==> config.mk <==
export PLATFORM = sky130hd
export DESIGN_NAME = fetch_stage_ctrl
export DESIGN_NICKNAME = d
export VERILOG_FILES = /design/src/rtl/fetch_stage_ctrl.sv
export SDC_FILE = /design/constraint.sdc
export NUM_CORES = 1
export LEC_CHECK = 0
export BUFFER_PORTS_ARGS = -buffer_cell sky130_fd_sc_hd__clkbuf_2
export CORE_ASPECT_RATIO = 0.6
export CORE_MARGIN = 2
export CORE_UTILIZATION = 41
export DETAILED_ROUTE_END_ITERATION = 12
export PLACE_DENSITY = 0.74
export SYNTH_ARGS = -nofsm -noshare
export SYNTH_HDL_FRONTEND = slang
export SYNTH_SLANG_ARGS = --single-unit
==> constraint.sdc <==
create_clock -name Clk -period 1.5 [get_ports Clk]
set_input_delay 0.15 -clock Clk [delete_from_list [all_inputs] [get_ports Clk]]
set_output_delay 0.15 -clock Clk [all_outputs]
set_load 0.1 [all_outputs]
==> src/rtl/fetch_stage_ctrl.sv <==
// Program counter and IF/ID pipeline register with redirect, stall and sticky halt handling.
// Optional build macro FETCH_ALIGN_CHECK_EN forces redirect targets to word alignment and flags misaligned ones.
module fetch_stage_ctrl #(
    parameter logic [31:0] RESET_VECTOR = 32'h0000_0000,
    parameter logic [31:0] NOP_WORD     = 32'h0000_0000
) (
    input  logic        Clk,
    input  logic        Reset,
    input  logic [31:0] PCAddResult,
    input  logic [31:0] Instruction,
    input  logic        BranchTaken,
    input  logic [31:0] BranchTarget,
    input  logic        Jump,
    input  logic [31:0] JumpTarget,
    input  logic        Stall,
    input  logic        Halt,
    output logic [31:0] PCResult,
    output logic [31:0] IFID_Instruction,
    output logic [31:0] IFID_PCPlus4,
    output logic        IFID_Valid,
    output logic [1:0]  FetchState,
    output logic        MisalignErr
);

    typedef enum logic [1:0] {
        ST_FETCH   = 2'b00,
        ST_STALLED = 2'b01,
        ST_HALTED  = 2'b10
    } fetch_state_t;

    fetch_state_t state_q, state_d;
    logic [31:0]  pc_q, pc_d;
    logic [31:0]  ifid_instr_q, ifid_instr_d;
    logic [31:0]  ifid_pc4_q, ifid_pc4_d;
    logic         ifid_valid_q, ifid_valid_d;
    logic         redirect;
    logic [31:0]  redirect_target;

`ifdef FETCH_ALIGN_CHECK_EN
    logic         misalign_q, misalign_d;
`endif

    assign redirect        = Jump | BranchTaken;
    assign redirect_target = Jump ? JumpTarget : BranchTarget;

    always_comb begin
        state_d      = state_q;
        pc_d         = pc_q;
        ifid_instr_d = ifid_instr_q;
        ifid_pc4_d   = ifid_pc4_q;
        ifid_valid_d = ifid_valid_q;
`ifdef FETCH_ALIGN_CHECK_EN
        misalign_d   = misalign_q;
`endif
        case (state_q)
            ST_HALTED: state_d = ST_HALTED;
            ST_FETCH, ST_STALLED: begin
                if (Halt) begin
                    state_d = ST_HALTED;
                end else if (redirect) begin
                    // Redirect squashes whatever sits in IF/ID, even under a stall.
                    state_d      = ST_FETCH;
                    ifid_instr_d = NOP_WORD;
                    ifid_pc4_d   = 32'h0;
                    ifid_valid_d = 1'b0;
`ifdef FETCH_ALIGN_CHECK_EN
                    pc_d = redirect_target & ~32'h3;
                    if (redirect_target[1:0] != 2'b00) begin
                        misalign_d = 1'b1;
                    end
`else
                    pc_d = redirect_target;
`endif
                end else if (Stall) begin
                    state_d = ST_STALLED;
                end else begin
                    state_d      = ST_FETCH;
                    pc_d         = PCAddResult;
                    ifid_instr_d = Instruction;
                    ifid_pc4_d   = PCAddResult;
                    ifid_valid_d = 1'b1;
                end
            end
            default: state_d = Halt ? ST_HALTED : ST_FETCH;
        endcase
    end

    always_ff @(posedge Clk) begin
        if (Reset) begin
            state_q      <= ST_FETCH;
            pc_q         <= RESET_VECTOR;
            ifid_instr_q <= NOP_WORD;
            ifid_pc4_q   <= 32'h0;
            ifid_valid_q <= 1'b0;
`ifdef FETCH_ALIGN_CHECK_EN
            misalign_q   <= 1'b0;
`endif
        end else begin
            state_q      <= state_d;
            pc_q         <= pc_d;
            ifid_instr_q <= ifid_instr_d;
            ifid_pc4_q   <= ifid_pc4_d;
            ifid_valid_q <= ifid_valid_d;
`ifdef FETCH_ALIGN_CHECK_EN
            misalign_q   <= misalign_d;
`endif
        end
    end

    assign PCResult         = pc_q;
    assign IFID_Instruction = ifid_instr_q;
    assign IFID_PCPlus4     = ifid_pc4_q;
    assign IFID_Valid       = ifid_valid_q;
    assign FetchState       = state_q;
`ifdef FETCH_ALIGN_CHECK_EN
    assign MisalignErr      = misalign_q;
`else
    assign MisalignErr      = 1'b0;
`endif

endmodule

* Yosys cells after proc, flatten, opt, wreduce, memory -nomap -nowiden
Index checks and enable logic that the tools add are counted.
** Operators by class
- Add/sub/neg operators :: 0
- Multiply operators :: 0
- Divide/modulo/power cells :: 0
- Order comparisons :: 0
- Eq/ne operators :: 3
- Shifts and indexed selects :: 0
- Mux-type cells :: 13
- Bitwise gates (word level) :: 2
- Reduce and logical (&&, ||, !) cells :: 3
** Operators with widths (count)
- 32-bit two-way mux :: 6
- 1-bit two-way mux :: 4
- 2-bit two-way mux :: 2
- 2-bit case mux with 2 select lines :: 1
- 3-bit AND reduction :: 1
- 2-bit by 1-bit equality test with 1-bit output, second input constant :: 1
- 2-bit equality test, second input constant :: 1
- 2-bit logical NOT :: 1
- 2-bit by 1-bit != test with 1-bit output, second input constant :: 1
- 2-bit OR reduction :: 1
- 1-bit inverter :: 1
- 1-bit bitwise OR :: 1
** Word-level totals
- Register bits after elaboration :: 99
- Bits in latches :: 0
- RAM bits :: 0
- ROM bits :: 0
- Output and inout bits :: 100
- Memories :: 0

* Longest topological paths before layout
Gate-level depths: netlist (run 1).
- Depth in word-level cells :: 4
- Depth in mapped cells :: 7
- Mapped depth without buffers :: 3

* Least setup slack after synthesis (run 1)
No wires, ideal clock.
- Path kind :: register to register
- Start point :: reg state_q[1], in the netlist FetchState[1]
- End point :: reg ifid_instr_q[22], in the netlist IFID_Instruction[22]
- Library setup time :: 0.070 ns
- Arrival :: 1.944 ns
- Path slack :: -0.515 ns
- Stages on the path, launching flop included :: 6
- Cell sequence :: dfxtp_1 or2_2 clkbuf_1 clkbuf_1 o21ai_0 a21oi_1
** On the way
- Word-level cells in the longest chain between the ends :: 3
** Ends and longest elaborated chain
- start: declaration :: RTL line 31 : fetch_state_t state_q, state_d;
- start signal: assignment :: RTL line 99 : state_q <= state_d;
- 2-bit by 1-bit equality test with 1-bit output / 2-bit logical NOT (equally long branches) :: RTL line 55 : case (state_q)
- 2-bit OR reduction (*) :: RTL line 55
- 3-bit AND reduction (no source line) (*)
- end signal: assignment :: RTL line 101 : ifid_instr_q <= ifid_instr_d;
- end: declaration :: RTL line 33 : logic [31:0] ifid_instr_q, ifid_instr_d;
Mark *: on every way between the ends. The rest lies on a longest branch, timed or not.
A chain may end at the register's enable or synchronous reset.

* Worst setup path in the final report (run 1)
- Start point :: reg state_q[1], in the netlist FetchState[1]
- End point :: reg ifid_instr_q[16], in the netlist IFID_Instruction[16]
Same word-level chain as after synthesis.

==> results.json, run 1 <==
{
  "status": "completed",
  "grt.total_usage_pct": 22.8,
  "cts_buffer_depth": 2,
  "grt_overflow_total": 0,
  "fp.dieW_um": 140,
  "period_share_pct": 97.1,
  "timing.max_cap.violations": 0,
  "synth_xor_xnor_area_share_pct": 0,
  "first_pass_iters": 5,
  "clk-insertion-delay-late_ns": 0.34,
  "postSynthAreaPerCell_sq_um": 9.28,
  "worst_pin_slew_ns": 0.578,
  "vias_per_cell": 5.47,
  "h-tree-depth": 3,
  "die_area_sq_um": 12000,
  "antenna_found_initial": 0,
  "placedInstanceArea_sq_um": 5930,
  "hold_ws_ns": 0.0454,
  "num_rows": 29,
  "dpl.cell_count": 825,
  "worst_setup_path_end_kind": "flop",
  "fin_cells": 843,
  "drt_iter0_drc": 226,
  "vias": 4608,
  "finalHoldViolations": 0,
  "fin_nets": 833,
  "finalClockSkew_ns": 0.00609,
  "async_reset_ff_share_pct": 0,
  "grt_setup_unrepaired": "true",
  "cp_data_arrival_time_ns": 1.72,
  "maxSlewHeadroom_pct": 61.6,
  "hpwl_mm": 10.1,
  "syn_inst": 489,
  "grt_pass1_vias": 4476,
  "synth_edf_count": 0,
  "ys_ff_latch": 99,
  "seqCellArea_sq_um": 1990,
  "crit_fanout": 28,
  "ys_warn_count": 0,
  "io_buffers": 232,
  "multi_input_area_sq_um": 2340,
  "synthesis.area_sq_um": 4540,
  "finalCriticalPeriod_ns": 1.46,
  "fillers": 955,
  "cp.required_ns": 1.76,
  "clock-sinks": 99,
  "setup_viol": 0,
  "synthSimpleGateAreaFrac_pct": 12.9,
  "cts_tree": "yes",
  "max_freq_ghz": 0.686,
  "crit_type": "flop to flop",
  "synthFlopType": "dfxtp_1",
  "ys_seq_area_share_pct": 43.7,
  "grt_start_max_net_pins": 100,
  "drt_wl_total_mm": 14.5,
  "avgRoutedWirePerCell_um": 17.2,
  "synth_compound_area_share_pct": 22.6,
  "powerDensity_nw_per_um2": 1050,
  "leakage_nw": 2.72,
  "synth_top_family_by_area": "compound AO/OA/AOI/OAI gates",
  "drc": 0,
  "synth_mux_area_share_pct": 15.0,
  "ys_types": 22,
  "setup_slack_ns": 0.0431,
  "ant_nets": 0,
  "die_h_um": 85.5,
  "ctsHoldBuffers": 0,
  "place_congestion": 0.868,
  "root_buffer": "clkbuf_16",
  "setup.worst_path.start_class": "flop",
  "core_sq_um": 10700,
  "finish.instance_area_sq_um": 6250,
  "min_path_type": "primary input to flop",
  "grt_pass1_wl_mm": 22.1,
  "num_antenna_cells": 0,
  "synth_adder_area_share_pct": 0,
  "syn_nets": 623,
  "initial_core_util_pct": 42.5,
  "cts_buffers": 9,
  "ioPinCount": 234,
  "syn_to_final_growth_pct": 37.8,
  "clkTransAtPathRegs_ns": 0.07,
  "timing.final.max_slew_violations": 0,
  "ir_drop_mv": 0.609,
  "drive_gt1_share_pct": 48.0,
  "dp_slack_ns": -0.0242
}
flip-flops by register name, summed over array words and instances, names as in the netlist:
register	cells
PCResult	32
IFID_PCPlus4	32
FetchState	2
IFID_Valid	1
IFID_Instruction	32
worst max-delay path: stages, from the launching register on:
cell and delay, ns:
dfxtp_4 0.34, buf_4 0.14, nor3_4 0.30, buf_6 0.32, nand3_1 0.12, a21oi_1 0.16
placed cells by master (no fill, tap or decap), types with 2 or more instances in the layout:
| cell | Yosys | layout |
|---|---|---|
| o22ai_1 | 3 | 3 |
| o22ai_2 | 29 | 29 |
| nor2_4 | 0 | 2 |
| mux2i_1 | 32 | 32 |
| clkbuf_16 | 0 | 10 |
| mux2_2 | 32 | 32 |
| nor2_1 | 6 | 4 |
| nand2b_1 | 32 | 32 |
| buf_12 | 0 | 9 |
| buf_4 | 3 | 9 |
| nand3_1 | 64 | 64 |
| a21oi_1 | 65 | 65 |
| clkinv_2 | 0 | 3 |
| o21ai_0 | 64 | 64 |
| buf_6 | 4 | 4 |
| dfxtp_1 | 99 | 98 |
| clkbuf_2 | 0 | 230 |
power breakdown:
group,internal (mW),switching [mW],total (mW)
Combinational,0.474,1.13,1.60
Sequential,2.71,0.0497,2.76
Clock,1.17,1.01,2.18
Total,4.36,2.19,6.55
path summary, 6_finish.rpt:
kind / slack, ns / startpoint / to / cells after the start
hold / removal: 0.05 / Instruction[12] / IFID_Instruction[12]$_SDFFE_PP0P_ / 3
setup reg to reg: 0.04 / FetchState[1]$_SDFF_PP0_ / IFID_Instruction[16]$_SDFFE_PP0P_ / 5
hold reg to reg: 0.47 / IFID_PCPlus4[2]$_SDFFE_PP0P_ / IFID_PCPlus4[2]$_SDFFE_PP0P_ / 2
setup / recovery: 0.04 / FetchState[1]$_SDFF_PP0_ / IFID_Instruction[16]$_SDFFE_PP0P_ / 5
cell families (layout without fill, tap and decap cells):
logic type | count (synthesis) | in the layout
other | 1 | 1
muxes | 64 | 64
AOI/OAI and AO/OA | 161 | 161
DFF | 99 | 99
buffers and inverters | 56 | 271
and+or+nand+nor | 108 | 108
synthesized netlist by cell type, drive strengths merged, types with 2 or more instances:
library cell  number  area share [%]
a21oi             65             7.2
dfxtp             99              44
nand2b            32             4.4
o21ai             64             7.1
mux2              32             7.9
mux2i             32             7.1
buf               19             2.6
o22ai             32             8.4
nor3               2            0.22
nand3             64             7.1
clkbuf            36             3.0
nor2               6            0.50
routing by layer:
layer	track usage (%)	vias up	wire, um
li1	-	2175	-
met1	29.0	2187	6220
met2	38.6	221	6730
met3	6.14	25	1250
met4	6.82	0	289
met5	0	-	0
area by class of cell:
cell class	count	share of cell area (%)
multi-input cells	334	37.4
flip-flops and latches	99	31.8
repair buffers	254	23.6
clock buffers	10	3.82
well taps	139	2.78
clock inverters	6	0.620
inverters	1	0.0600
metrics by stage:
step | util, % | power, mW | TNS [ns]
4_1_cts | 58.4 | 6.59 | 0
3_3_place_gp | 55.6 | 4.37 | -0.0104
6_report | 58.6 | 6.55 | 0
3_5_place_dp | 55.6 | 4.40 | -0.109
2_1_floorplan | - | 3.95 | -0.278
5_1_grt | 58.6 | 6.79 | 0
timing repair:
| item | CTS | global route |
|---|---|---|
| endpoints found under the setup margin | 8 | 20 |
| gates cloned | 0 | 1 |
| resized for setup | 3 | 3 |
| pin swaps | 1 | 1 |
| setup buffers | 1 | 0 |
No activity file was read; power rests on OpenSTA's default activity.
==> run 2, diff against run 1 <==
- BUFFER_PORTS_ARGS: -buffer_cell sky130_fd_sc_hd__clkbuf_2 -> default
- CORE_UTILIZATION: 41 -> 49
- DONT_BUFFER_PORTS: default -> 1
- PLACE_DENSITY: 0.74 -> 0.66
- clock period: 1.5 -> 1.29 ns (I/O delays scaled with it)
==> results.json, run 2 (synthesized netlist as in run 1, its figures left out) <==
{
  "met1_usage_pct": 32.3,
  "path_buf_inv": 1,
  "setup_slack_ns": -0.113,
  "cp.required_ns": 1.55,
  "grt_overflow_total": 0,
  "clk-insertion-delay-late_ns": 0.33,
  "place_congestion": 0.754,
  "syn_to_final_growth_pct": 37.4,
  "violations": "hold timing, setup timing",
  "ioPinCount": 234,
  "finalCriticalPeriod_ns": 1.40,
  "vias": 4173,
  "ir_drop_mv": 0.712,
  "num_rows": 27,
  "status": "complete, but fails checks",
  "cts_tree": "yes",
  "grt_start_max_net_pins": 101,
  "worst_setup_path_end_kind": "flop",
  "vias_per_cell": 6.04,
  "drc": 0,
  "hpwl_mm": 8.64,
  "first_pass_iters": 4,
  "use_met3_pct": 7.29,
  "crit_chain": "or2_4 -> or3_4 -> buf_12 -> o22ai_2",
  "io_buffers": 0,
  "antenna_found_initial": 0,
  "crit_type": "flop to flop",
  "crit_fanout": 14,
  "cts_buffer_depth": 2,
  "finalHoldViolations": 66,
  "ant_nets": 0,
  "final_common_cell": "buf_4",
  "fp.dieW_um": 128,
  "initial_core_util_pct": 49.9,
  "leakage_nw": 2.30,
  "root_buffer": "clkbuf_16",
  "avgRoutedWirePerCell_um": 20.3,
  "grt_setup_unrepaired": "true",
  "clock-sinks": 99,
  "drt_wl_total_mm": 14.0,
  "max_freq_ghz": 0.713,
  "period_share_pct": 109,
  "finalClockSkew_ns": 0.00387,
  "critPathTopFamily": "simple AND/OR/NAND/NOR gates",
  "clkTransAtPathRegs_ns": 0.07,
  "max_stage_delay_ns": 0.39,
  "met2_usage_pct": 41.9,
  "cts_buffers": 9,
  "powerDensity_nw_per_um2": 1230,
  "setup_viol": 87,
  "hold_ws_ns": -0.137,
  "timing.final.max_slew_violations": 0,
  "layout_common_cells": "buf_4 (103), dfxtp_1 (81), o21ai_0 (63)",
  "cp_data_arrival_time_ns": 1.66,
  "crit_slowest_cell": "or3_4",
  "die_h_um": 78.5,
  "min_path_type": "primary input to flop",
  "finalPower_mw": 7.69,
  "busiest_layer": "met2",
  "fillers": 679,
  "die_area_sq_um": 10100,
  "h-tree-depth": 3,
  "setup.worst_path.start_class": "flop",
  "timing.max_cap.violations": 0,
  "fin_nets": 706,
  "grt.total_usage_pct": 25.2,
  "grt_pass1_vias": 3996,
  "grt_pass1_wl_mm": 20.3,
  "dpl.cell_count": 662,
  "num_antenna_cells": 0,
  "fin_cells": 691,
  "core_sq_um": 9090,
  "drive_gt1_share_pct": 45.9,
  "drt_iter0_drc": 283
}
-- run 2: cell count changes in the layout (fill, tap and decap cells not counted), sizes merged --
cell,before,now
clkbuf,241,13
bufinv,0,2
clkinvlp,0,1
buf,23,115
dlygate4sd3,0,8
inv,3,2
clkinv,4,1
-- run 2: final timing paths --
check	start	to	slack [ns]	cells past startpoint
setup / recovery	FetchState[1]$_SDFF_PP0_	PCResult[29]$_SDFFE_PP0P_	-0.11	4
hold / removal	Reset	IFID_PCPlus4[13]$_SDFFE_PP0P_	-0.14	1
setup reg to reg	FetchState[1]$_SDFF_PP0_	PCResult[29]$_SDFFE_PP0P_	-0.11	4
hold reg to reg	IFID_PCPlus4[4]$_SDFFE_PP0P_	IFID_PCPlus4[4]$_SDFFE_PP0P_	0.46	2
-- run 2: routing by layer --
layer	routed length (um)	vias to the layer above
li1	-	1920
met3	1190	20
met2	6780	198
met5	0	-
met1	5860	2035
met4	199	0
-- run 2: final cells by class --
type / instances / area [sq um] / area share, %
repair buffers: 127 / 1180 / 19.0
clock inverters: 5 / 78.8 / 1.26
clock buffers: 9 / 225 / 3.61
well taps: 116 / 145 / 2.33
multi-input cells: 334 / 2590 / 41.6
flip-flops and latches: 99 / 2010 / 32.2
inverters: 1 / 3.75 / 0.0602
-- run 2: timing repair --
item / CTS / global route
gates cloned: 2 / 4
endpoints found under the hold margin: 70 / 67
pin swaps: 1 / 38
resized for setup: 9 / 57
setup buffers: 0 / 1
hold buffers: 7 / 1
endpoints found under the setup margin: 96 / 83
-- run 2: power breakdown --
part | total [mW] | switching (mW) | leakage [nW] | internal (mW)
logic | 1.68 | 1.17 | 1.34 | 0.516
registers | 3.22 | 0.0578 | 0.813 | 3.16
clock network | 2.79 | 1.11 | 0.148 | 1.68
total | 7.69 | 2.34 | 2.30 | 5.35
-- run 2: worst reg2reg max path: cells and delay by family (launching register included) --
kind	cells	cell delay (ns)
compound gates	1	0.18
buf+inv	1	0.18
flops	1	0.34
simple gates	2	0.63
-- run 2: metrics by stage --
step	utilization (%)	instance area, sq um	hold slack, ns	setup TNS [ns]	setup WS [ns]
3_5_place_dp	59.5	5410	0.199	-8.00	-0.258
5_1_grt	68.6	6230	-0.156	-10.52	-0.148
3_3_place_gp	59.5	5410	0.198	-5.94	-0.221
4_1_cts	64.6	5870	-0.151	-3.21	-0.120
6_report	68.6	6230	-0.137	-4.87	-0.113
2_1_floorplan	-	4630	0.245	-9.79	-0.220
